[config.mk]
export PLATFORM = sky130hd
export DESIGN_NAME = gpio_in_ctrl
export DESIGN_NICKNAME = d
export VERILOG_FILES = /design/src/rtl/gpio_in_ctrl_pkg.sv /design/src/rtl/gpio_in_ctrl_debounce.sv /design/src/rtl/gpio_in_ctrl.sv
export SDC_FILE = /design/constraint.sdc
export NUM_CORES = 1
export LEC_CHECK = 0
export BUFFER_PORTS_ARGS = -buffer_cell sky130_fd_sc_hd__buf_2
export CAP_MARGIN = 20
export CORE_ASPECT_RATIO = 0.8
export CORE_MARGIN = 4
export CORE_UTILIZATION = 59
export CTS_BUF_LIST = sky130_fd_sc_hd__clkbuf_4
export DETAILED_ROUTE_END_ITERATION = 10
export GPL_TIMING_DRIVEN = 0
export PLACE_DENSITY = 0.81
export SKIP_CTS_REPAIR_TIMING = 1
export SLEW_MARGIN = 20
export SYNTH_ARGS = -nofsm -noshare
export SYNTH_HDL_FRONTEND = slang
export SYNTH_HIERARCHICAL = 1
export SYNTH_SLANG_ARGS = --single-unit
[constraint.sdc]
create_clock -name clk -period 2.05 [get_ports clk]
set_input_delay 0.1025 -clock clk [delete_from_list [all_inputs] [get_ports clk]]
set_output_delay 0.1025 -clock clk [all_outputs]
set_load 0.02 [all_outputs]
[src/rtl/gpio_in_ctrl_pkg.sv]
// ---------------------------------------------------------------------------
// gpio_in_ctrl_pkg
//
// Shared definitions for the GPIO input-side controller: register byte
// offsets, the register-select enum and the address decoder. Software headers
// and the testbench pull the offsets from here so that everybody agrees on
// the register map.
//
// Contents:
//   GPIO_IN_LEVEL / _RISE_EN / _FALL_EN / _PENDING : byte offsets
//   regSel_e                                       : decoded register
//   decodeReg()                                    : byte address -> regSel_e
// ---------------------------------------------------------------------------
package gpio_in_ctrl_pkg;

    // Register byte offsets
    localparam logic [3:0] GPIO_IN_LEVEL   = 4'h0;
    localparam logic [3:0] GPIO_IN_RISE_EN = 4'h4;
    localparam logic [3:0] GPIO_IN_FALL_EN = 4'h8;
    localparam logic [3:0] GPIO_IN_PENDING = 4'hC;

    // Width of the debounce counter inside each bit slice
    localparam int unsigned DEBOUNCE_CNT_W = 8;

    typedef enum logic [1:0] {
        REG_LEVEL   = 2'd0,
        REG_RISE_EN = 2'd1,
        REG_FALL_EN = 2'd2,
        REG_PENDING = 2'd3
    } regSel_e;

    // Accesses are word aligned, so the two byte-lane bits are don't-care and
    // each word decodes from four byte addresses.
    function automatic regSel_e decodeReg(input logic [3:0] addr);
        regSel_e sel;
        sel = REG_LEVEL;
        case (addr)
            4'h0, 4'h1, 4'h2, 4'h3: sel = REG_LEVEL;
            4'h4, 4'h5, 4'h6, 4'h7: sel = REG_RISE_EN;
            4'h8, 4'h9, 4'hA, 4'hB: sel = REG_FALL_EN;
            default:                sel = REG_PENDING;
        endcase
        return sel;
    endfunction

endpackage

[src/rtl/gpio_in_ctrl_debounce.sv]
// ---------------------------------------------------------------------------
// gpio_debounce
//
// One-bit input conditioner: a two-flop synchronizer followed by a debounce
// counter and the debounced level flop. The level only follows the
// synchronized input after it has differed from the current level for
// DEBOUNCE_LEN consecutive cycles; shorter glitches are dropped.
//
// Ports:
//   clk          in  : clock, all state on the rising edge
//   reset_       in  : synchronous active-low reset
//   din_i        in  : raw pad input, asynchronous to clk
//   level_o      out : current debounced level
//   level_next_o out : level that will be loaded on the next edge, used by
//                      the parent for edge detection
// ---------------------------------------------------------------------------
module gpio_debounce
    import gpio_in_ctrl_pkg::*;
#(
    parameter int unsigned DEBOUNCE_LEN = 4
) (
    input  logic clk,
    input  logic reset_,
    input  logic din_i,
    output logic level_o,
    output logic level_next_o
);

    localparam logic [DEBOUNCE_CNT_W-1:0] CNT_LAST = DEBOUNCE_CNT_W'(DEBOUNCE_LEN - 1);

    logic                      syncMeta_q;
    logic                      sync_q;
    logic [DEBOUNCE_CNT_W-1:0] cnt_q;
    logic [DEBOUNCE_CNT_W-1:0] cnt_d;
    logic                      level_q;
    logic                      level_d;

    // Synchronizer chain, counter and level flop. Reset discards any partial
    // debounce count along with the synchronizer contents.
    always_ff @(posedge clk) begin
        if (!reset_) begin
            syncMeta_q <= 1'b0;
            sync_q     <= 1'b0;
            cnt_q      <= '0;
            level_q    <= 1'b0;
        end else begin
            syncMeta_q <= din_i;
            sync_q     <= syncMeta_q;
            cnt_q      <= cnt_d;
            level_q    <= level_d;
        end
    end

    // The counter measures how long the synchronized input has disagreed
    // with the level. Any agreement restarts it; reaching DEBOUNCE_LEN-1
    // while still disagreeing means this is the DEBOUNCE_LEN-th cycle, so
    // the level takes the new value and the counter restarts.
    always_comb begin
        cnt_d   = '0;
        level_d = level_q;
        if (sync_q != level_q) begin
            if (cnt_q == CNT_LAST) begin
                level_d = sync_q;
                cnt_d   = '0;
            end else begin
                cnt_d = cnt_q + 1'b1;
            end
        end
    end

    assign level_o      = level_q;
    assign level_next_o = level_d;

endmodule

[src/rtl/gpio_in_ctrl.sv]
// ---------------------------------------------------------------------------
// gpio_in_ctrl
//
// GPIO input-side controller. Every gpio_di bit is synchronized and debounced
// by its own gpio_debounce slice. Edges of the debounced level set sticky
// pending flags (filtered by per-bit rise/fall enables), which are ORed into
// a single level interrupt. The CPU sees four word registers:
//   0x0 LEVEL (RO), 0x4 RISE_EN (RW), 0x8 FALL_EN (RW), 0xC PENDING (R/W1C)
//
// Ports:
//   clk        in  : clock
//   reset_     in  : synchronous active-low reset
//   gpio_di    in  : raw pad inputs, NR_GPIOS wide
//   req_valid  in  : register access request
//   req_ready  out : always 1, requests accepted when valid
//   req_wr     in  : 1 = write, 0 = read
//   req_addr   in  : byte address (bits [1:0] ignored)
//   req_wdata  in  : write data
//   rsp_valid  out : one-cycle pulse, one cycle after each accepted request
//   rsp_rdata  out : read data, valid with rsp_valid, 0 for writes
//   irq        out : OR of pending & (rise_en | fall_en)
// ---------------------------------------------------------------------------
module gpio_in_ctrl
    import gpio_in_ctrl_pkg::*;
#(
    parameter int unsigned NR_GPIOS     = 8,
    parameter int unsigned DEBOUNCE_LEN = 4
) (
    input  logic                clk,
    input  logic                reset_,
    input  logic [NR_GPIOS-1:0] gpio_di,
    input  logic                req_valid,
    output logic                req_ready,
    input  logic                req_wr,
    input  logic [3:0]          req_addr,
    input  logic [31:0]         req_wdata,
    output logic                rsp_valid,
    output logic [31:0]         rsp_rdata,
    output logic                irq
);

    // Write data is 32 bits but the registers only hold NR_GPIOS bits; the
    // upper bits are simply dropped.
    function automatic logic [NR_GPIOS-1:0] fitWidth(input logic [31:0] word);
        return word[NR_GPIOS-1:0];
    endfunction

    logic [NR_GPIOS-1:0] level;
    logic [NR_GPIOS-1:0] levelNext;
    logic [NR_GPIOS-1:0] riseEv;
    logic [NR_GPIOS-1:0] fallEv;
    logic [NR_GPIOS-1:0] setEv;

    logic [NR_GPIOS-1:0] riseEn_q;
    logic [NR_GPIOS-1:0] riseEn_d;
    logic [NR_GPIOS-1:0] fallEn_q;
    logic [NR_GPIOS-1:0] fallEn_d;
    logic [NR_GPIOS-1:0] pending_q;
    logic [NR_GPIOS-1:0] pending_d;
    logic                rspValid_q;
    logic                rspValid_d;
    logic [31:0]         rspRdata_q;
    logic [31:0]         rspRdata_d;

    regSel_e             regSel;
    logic                wrEn;
    logic                rdEn;
    logic [NR_GPIOS-1:0] wrBits;
    logic [NR_GPIOS-1:0] w1cMask;
    logic [31:0]         readMux;

    // One conditioner per input bit
    for (genvar g = 0; g < NR_GPIOS; g++) begin : gen_debounce
        gpio_debounce #(
            .DEBOUNCE_LEN (DEBOUNCE_LEN)
        ) u_debounce (
            .clk          (clk),
            .reset_       (reset_),
            .din_i        (gpio_di[g]),
            .level_o      (level[g]),
            .level_next_o (levelNext[g])
        );
    end

    // Edges are taken from the level update itself so that pending and irq
    // change on the very edge that LEVEL changes, with no extra pipeline.
    assign riseEv = ~level & levelNext;
    assign fallEv = level & ~levelNext;
    assign setEv  = (riseEv & riseEn_q) | (fallEv & fallEn_q);

    assign req_ready = 1'b1;
    assign regSel    = decodeReg(req_addr);
    assign wrEn      = req_valid & req_wr;
    assign rdEn      = req_valid & ~req_wr;
    assign wrBits    = fitWidth(req_wdata);

    // Read data is taken from the current register values, so a read sees
    // the state before any update happening on the same edge.
    always_comb begin
        readMux = '0;
        case (regSel)
            REG_LEVEL:   readMux = 32'(level);
            REG_RISE_EN: readMux = 32'(riseEn_q);
            REG_FALL_EN: readMux = 32'(fallEn_q);
            REG_PENDING: readMux = 32'(pending_q);
            default:     readMux = '0;
        endcase
    end

    // Register writes and the pending update. The set term is ORed in after
    // the W1C clear so a new event beats a simultaneous clear of that bit.
    // Enable writes only affect events from the following edge onward.
    always_comb begin
        riseEn_d = riseEn_q;
        fallEn_d = fallEn_q;
        w1cMask  = '0;
        if (wrEn) begin
            case (regSel)
                REG_RISE_EN: riseEn_d = wrBits;
                REG_FALL_EN: fallEn_d = wrBits;
                REG_PENDING: w1cMask  = wrBits;
                default:     ;
            endcase
        end
        pending_d = (pending_q & ~w1cMask) | setEv;
    end

    // Response pipe: one registered response for every accepted request.
    always_comb begin
        rspValid_d = req_valid;
        rspRdata_d = rdEn ? readMux : 32'h0;
    end

    // Register state. Reset also squashes a response for a request that was
    // presented while reset was asserted.
    always_ff @(posedge clk) begin
        if (!reset_) begin
            riseEn_q   <= '0;
            fallEn_q   <= '0;
            pending_q  <= '0;
            rspValid_q <= 1'b0;
            rspRdata_q <= '0;
        end else begin
            riseEn_q   <= riseEn_d;
            fallEn_q   <= fallEn_d;
            pending_q  <= pending_d;
            rspValid_q <= rspValid_d;
            rspRdata_q <= rspRdata_d;
        end
    end

    assign rsp_valid = rspValid_q;
    assign rsp_rdata = rspRdata_q;
    assign irq       = |(pending_q & (riseEn_q | fallEn_q));

endmodule

## Word level (Yosys, flattened, before mapping)

Memory sizes are Yosys's and may differ from the RTL's.
Cells that the tools add are included.

- Bits in registers: 145
- Memory bits (read-only): 32
- Output and inout port bits: 35
- Memories: 1

Memory list:

| memory | depth | width | rd ports | clocked after Yosys merged registers in | write ports | line | text |
|---|---|---|---|---|---|---|---|
| (no name shown) | 16 | 2 | 1 | 0 | 0 | gpio_in_ctrl_pkg.sv:37 | `case (addr)` |

- Add/sub/neg operators: 8
- Eq/ne operators: 19
- Muxes and demuxes: 19
- Bitwise logic cells: 24
- Reductions and logical operators: 13

Operators by type and width:

| kind | number |
|---|---|
| $pmux W32 S4 | 1 |
| $add A8 B1 Y8 const B | 8 |
| $eq A8 B2 Y1 const B | 8 |
| $and A8 B8 Y8 | 6 |
| $not A8 Y8 | 3 |
| $or A8 B8 Y8 | 3 |
| $reduce_or A3 Y1 | 8 |
| $mux W1 | 16 |
| $mux W8 | 2 |
| $not A1 Y1 | 10 |
| $ne A1 B1 Y1 | 8 |
| $reduce_or A8 Y1 | 1 |
| $reduce_and A2 Y1 | 3 |
| $eq A2 B2 Y1 const B | 2 |
| $and A1 B1 Y1 | 2 |
| $eq A2 B1 Y1 const B | 1 |
| $logic_not A2 Y1 | 1 |

## Longest topological paths before layout

- Depth after elaboration: 8
- Gate-level depth with buffers: 7
- Mapped depth without buffers: 7

## Modules after synthesis

Netlist, hierarchy kept.

By module, submodules not included:

| module | instances | cells each | area an instance (sq um) | sequential area each (sq um) |
|---|---|---|---|---|
| gpio_debounce | 8 | 47 | 441.7 | 220.2 |
| gpio_in_ctrl | 1 | 189 | 1747.9 | 660.6 |

## Least setup slack after synthesis

OpenSTA, ideal clock, no wires.

- Kind: register to register
- Start point: register gen_debounce[4].u_debounce.cnt_q[0]
- End point: register pending_q[4]
- Arrival time: 1.676 ns
- Data required time: 1.935 ns
- Setup slack: 0.259 ns
- Stages on the path, launching flop included: 7
- Path buffers: 0
- Period minus slack after synthesis: 1.791 ns
- Cell sequence: dfxtp_1 ha_1 or4b_4 or3_1 nand2_1 o21ai_0 o21a_1

- Longest elaborated chain between the ends: 8
- Elaborated cells between the ends (all ways): 10

Ends and longest elaborated chain:

| what | line | text |
|---|---|---|
| start: declaration | gpio_in_ctrl_debounce.sv:33 | `logic [DEBOUNCE_CNT_W-1:0] cnt_q;` |
| start signal: assignment | gpio_in_ctrl_debounce.sv:49 | `cnt_q <= cnt_d;` |
| $eq A8 B2 Y1 * | gpio_in_ctrl_debounce.sv:62 | `if (cnt_q == CNT_LAST) begin` |
| $mux W1 * | gpio_in_ctrl_debounce.sv:62 |  |
| $mux W1 * | gpio_in_ctrl_debounce.sv:61 | `if (sync_q != level_q) begin` |
| net levelNext[4] | gpio_in_ctrl.sv:49 | `logic [NR_GPIOS-1:0] levelNext;` |
| $not A8 Y8 | gpio_in_ctrl.sv:88 | `assign fallEv = level & ~levelNext;` |
| $and A8 B8 Y8 | gpio_in_ctrl.sv:88 |  |
| $and A8 B8 Y8 | gpio_in_ctrl.sv:89 | `assign setEv = (riseEv & riseEn_q) \| (fallEv & fallEn_q);` |
| $or A8 B8 Y8 * | gpio_in_ctrl.sv:89 |  |
| $or A8 B8 Y8 * | gpio_in_ctrl.sv:125 | `pending_d = (pending_q & ~w1cMask) \| setEv;` |
| end signal: assignment | gpio_in_ctrl.sv:146 | `pending_q <= pending_d;` |
| end: declaration | gpio_in_ctrl.sv:58 | `logic [NR_GPIOS-1:0] pending_q;` |

The timed path passes the listed nets; every way through them passes the cells marked *.
A chain may end at the register's enable or synchronous reset.

## Worst setup path in the final report

- Start point: register gen_debounce[5].u_debounce.cnt_q[0]
- End point: register pending_q[5]

- Longest elaborated chain between the ends: 8
- Elaborated cells between the ends (all ways): 10

Ends and longest elaborated chain:

| what | line |
|---|---|
| start: declaration | gpio_in_ctrl_debounce.sv:33 |
| start signal: assignment | gpio_in_ctrl_debounce.sv:49 |
| $eq A8 B2 Y1 * | gpio_in_ctrl_debounce.sv:62 |
| $mux W1 * | gpio_in_ctrl_debounce.sv:62 |
| $mux W1 * | gpio_in_ctrl_debounce.sv:61 |
| net levelNext[5] | gpio_in_ctrl.sv:49 |
| $not A8 Y8 | gpio_in_ctrl.sv:88 |
| $and A8 B8 Y8 | gpio_in_ctrl.sv:88 |
| $and A8 B8 Y8 | gpio_in_ctrl.sv:89 |
| $or A8 B8 Y8 * | gpio_in_ctrl.sv:89 |
| $or A8 B8 Y8 * | gpio_in_ctrl.sv:125 |

Marks and branches as above.

==> run_results.csv <==
group,metric,value,unit
worst_setup_path,critPathCapture,"pending_q[5]$_SDFF_PN0_",
power_and_ir_drop,seqPwrFrac,0.533,
timing,worst_pin_slew,662,ps
worst_setup_path,crit_start,"gen_debounce[5].u_debounce/cnt_q[0]$_SDFF_PP0_",
global_routing,grt_pass1_wl,17500,um
drt,vias,4171,
drt,drt_iter0_markers,291,
global_routing,antenna_found_initial,0,
worst_setup_path,crit_cells,7,
worst_setup_path,worstPathMaxFanout,4,
worst_setup_path,worstSetupStartpointType,"register",
cells_and_area,nFillCells,649,
logic_synthesis,seq_area_frac_synth,0.459,
drt,wl_per_cell,13.6,um
logic_synthesis,syn_inst,565,
place,place_congestion,0.808,
cells_and_area,n_antenna_cell,0,
timing,slew_headroom,0.557,
power_and_ir_drop,swShare,0.219,
drt,drc_errors,0,
place,io_buffers,31,
worst_setup_path,critPathBufInv,0,
drt,antenna_left,0,
clocking,cts_root_buf,"clkbuf_4",
worst_setup_path,reg2reg_depth,7,
cells_and_area,final_area,6150,sq um
clocking,path_clk_slew,110,ps
worst_hold_path,hold_path.class,"primary input to register",
worst_setup_path,critPathKind,"register to register",
worst_setup_path,path_cells,"ha_1 > or4b_4 > o21ai_0 > nand2_1 > nand3b_1 > o21ai_0 > o21a_1",
timing,finalSetupViolations,0,
worst_setup_path,crit_path_top_delay_cell,"or4b_4",
worst_setup_path,worstReg2RegStart,"gen_debounce[5].u_debounce/cnt_q[0]$_SDFF_PP0_",
worst_setup_path,ff2ff_setup_slack,80,ps
worst_setup_path,critPathCaptureType,"register",
place,dp_hpwl,7230,um
global_routing,overflow,0,
power_and_ir_drop,clock_power_share,0.414,
timing,slew_viol_final,0,
power_and_ir_drop,p_sw,985,uW
drt,drt-total-wl,10600,um
clocking,cts.sinks,121,
worst_setup_path,cp_common_cell,"o21ai_0",
cells_and_area,area_growth,16.4,%
logic_synthesis,syn_area,5280,sq um
die,fp.coreArea,8600,sq um
timing,hold_viol_final,0,
timing,finClkSkew,21.2,ps
die,fp-row-count,30,
die,initial_core_util,0.614,
logic_synthesis,yosys_warnings,6,
place,placed_cell_area,5660,sq um
worst_setup_path,critical_path_required,2470,ps
global_routing,grt_start_max_net_pins,40,
die,die_x,114,um
logic_synthesis,synthDistinctLibCells,33,
cells_and_area,utilization,0.715,
die,dieHeight,92.6,um
timing,clock.fmax,508,MHz
cells_and_area,finish.net_count,719,
drt,routed_via_density,5.35,
logic_synthesis,syn_avg_cell_area,9.35,sq um
drt,dr.pass1.iters,5,
worst_setup_path,timing.rr.end,"pending_q[5]$_SDFF_PN0_",
power_and_ir_drop,p_int,3.51,mW
run_status,status,"complete, no violations",
worst_setup_path,cp_top_family,"simple AND/OR/NAND/NOR gates",
power_and_ir_drop,p_per_area,731,nW/um^2
global_routing,grt_pass1_vias,3877,
worst_setup_path,cp_slowest_stage_delay,480,ps
timing,finalSetupTns,0,ps
logic_synthesis,yosys_register_bits,121,
power_and_ir_drop,power_leakage,2.46,nW
flow_run,maxCapViolations,0,
die,die-area,10500,sq um
clocking,cts_made_buffers,17,
clocking,ctsHtreeMaxLevel,4,
timing,period_minus_slack,1970,ps
global_routing,grt_usage,0.208,
clocking,cts_buffer_depth,2,
clocking,clock_latency,530,ps
worst_setup_path,crit_arrival,2390,ps
power_and_ir_drop,irDropWorstVdd,546,uV
power_and_ir_drop,power_frac_comb,0.053,
cells_and_area,drive_gt1_frac,0.162,
timing,post-route-period-util,0.960,
clocking,tritoncts,"built",
timing,whs,93.9,ps
die,pin_count,83,
-- worst min path at each step --
| stage | startpoint | cells after the start | slack (ps) | end |
|---|---|---|---|---|
| 2_1_floorplan | reset_ | 1 | 220 | gen_debounce[0].u_debounce/syncMeta_q$_SDFF_PN0_ |
| 3_3_place_gp | gpio_di[1] | 2 | 310 | gen_debounce[1].u_debounce/syncMeta_q$_SDFF_PN0_ |
| 3_5_place_dp | gpio_di[3] | 2 | 310 | gen_debounce[3].u_debounce/syncMeta_q$_SDFF_PN0_ |
| 4_1_cts | gpio_di[0] | 2 | -260 | gen_debounce[0].u_debounce/syncMeta_q$_SDFF_PN0_ |
| 5_1_grt | req_addr[2] | 3 | 120 | rsp_rdata[3]$_SDFF_PN0_ |
| 6_report | req_addr[2] | 3 | 90 | rsp_rdata[3]$_SDFF_PN0_ |
-- through the flow --
stage	total power [mW]	instances	worst slack (ps)
after floorplan	2.59	588	259
after global placement	2.65	731	191
after detailed placement	2.66	731	136
after CTS	4.50	763	104
after global routing	4.67	780	-0.653
final	4.49	780	81.4
-- state kept, by name, indices dropped and copies added, names as in the netlist --
register / count
gen_debounce.u_debounce/sync_q: 8
fallEn_q: 8
gen_debounce.u_debounce/syncMeta_q: 8
pending_q: 8
rsp_rdata: 8
riseEn_q: 8
rsp_valid: 1
gen_debounce.u_debounce/level_o: 8
gen_debounce.u_debounce/cnt_q: 64
-- cells by family (layout without fill, tap and decap cells) --
family                     after synthesis  in the layout  synth area share
adders and majority gates               16             16            0.0379
buffers and inverters                   48            128            0.0552
DFF                                    121            121             0.459
xor gates and xnor gates                32             32            0.0531
muxes                                    8              8            0.0348
and+or+nand+nor                        218            218             0.222
AOI/OAI and AO/OA                      120            120             0.136
other                                    2             25           0.00142
-- placed cells by master, fill, tap and decap left out, drive strengths merged --
cell	synthesis	layout
dfxtp	121	121
nand2	64	64
buf	28	59
o21ai	48	48
or3	40	40
nor2	40	40
a21boi	32	32
clkbuf	4	26
conb	2	25
xor2	24	24
a21oi	24	24
and2	17	17
dlygate4sd3	0	17
inv	16	16
nand3	16	16
ha	16	16
nand4	10	10
nor2b	8	8
nand3b	8	8
o21a	8	8
or4b	8	8
o211ai	8	8
xnor2	8	8
mux4	8	8
clkinv	0	5
bufinv	0	4
and4b	2	2
nand4b	2	2
or2	1	1
nand2b	1	1
and4	1	1
clkinvlp	0	1
-- Yosys cell counts --
master    number  share of area
nand2b_1       1         0.0012
buf_4         27          0.038
mux4_2         7          0.030
xnor2_1        8          0.013
conb_1         2         0.0014
nand3_1       16          0.015
and4b_1        2         0.0038
and2_1        17          0.020
a21boi_0      20          0.028
xor2_1        24          0.040
buf_6          1         0.0021
nand4b_2       1         0.0028
nor2_1        40          0.028
clkbuf_1       2         0.0014
o211ai_1       8          0.011
nand3b_1       8          0.011
nand2_1       64          0.045
mux4_1         1         0.0050
o21ai_0       48          0.045
and4_1         1         0.0017
clkbuf_2       2         0.0019
or3_1         40          0.047
o21a_1         8          0.011
inv_1         16          0.011
a21oi_1       24          0.023
dfxtp_1      121           0.46
nand4b_1       1         0.0017
nor2b_1        8         0.0095
or2_2          1         0.0012
or4b_4         8          0.021
nand4_1       10          0.012
a21boi_1      12          0.017
ha_1          16          0.038
-- power by group through the flow --
| stage | logic [mW] | clock network [mW] | registers (mW) |
|---|---|---|---|
| after global placement | 0.205 | 0 | 2.45 |
| after CTS | 0.210 | 1.89 | 2.39 |
| after global routing | 0.261 | 2.01 | 2.40 |
| final | 0.238 | 1.86 | 2.39 |
| after floorplan | 0.149 | 0 | 2.45 |
| after detailed placement | 0.209 | 0 | 2.45 |
-- worst reg2reg max path: stages, from the launching register on --
cell	delay [ps]
dfxtp_1	390
ha_1	210
or4b_4	480
o21ai_0	280
nand2_1	120
nand3b_1	100
o21ai_0	100
o21a_1	190
-- final cells by class --
| cell class | count | area, sq um | share of cell area |
|---|---|---|---|
| well taps | 112 | 140 | 0.0228 |
| plain buffers | 32 | 231 | 0.0376 |
| repair buffers | 48 | 325 | 0.0529 |
| multi-input cells | 419 | 2650 | 0.432 |
| clock buffers | 22 | 165 | 0.0269 |
| inverters | 16 | 60.1 | 0.00977 |
| clock inverters | 10 | 150 | 0.0244 |
| flip-flops and latches | 121 | 2420 | 0.394 |
-- layer usage --
metal,part of all wire,track usage
met5,0,0
met4,0.011,0.0732
met3,0.054,0.0718
met2,0.49,0.350
met1,0.44,0.246
No activity file was read; power rests on OpenSTA's default activity.
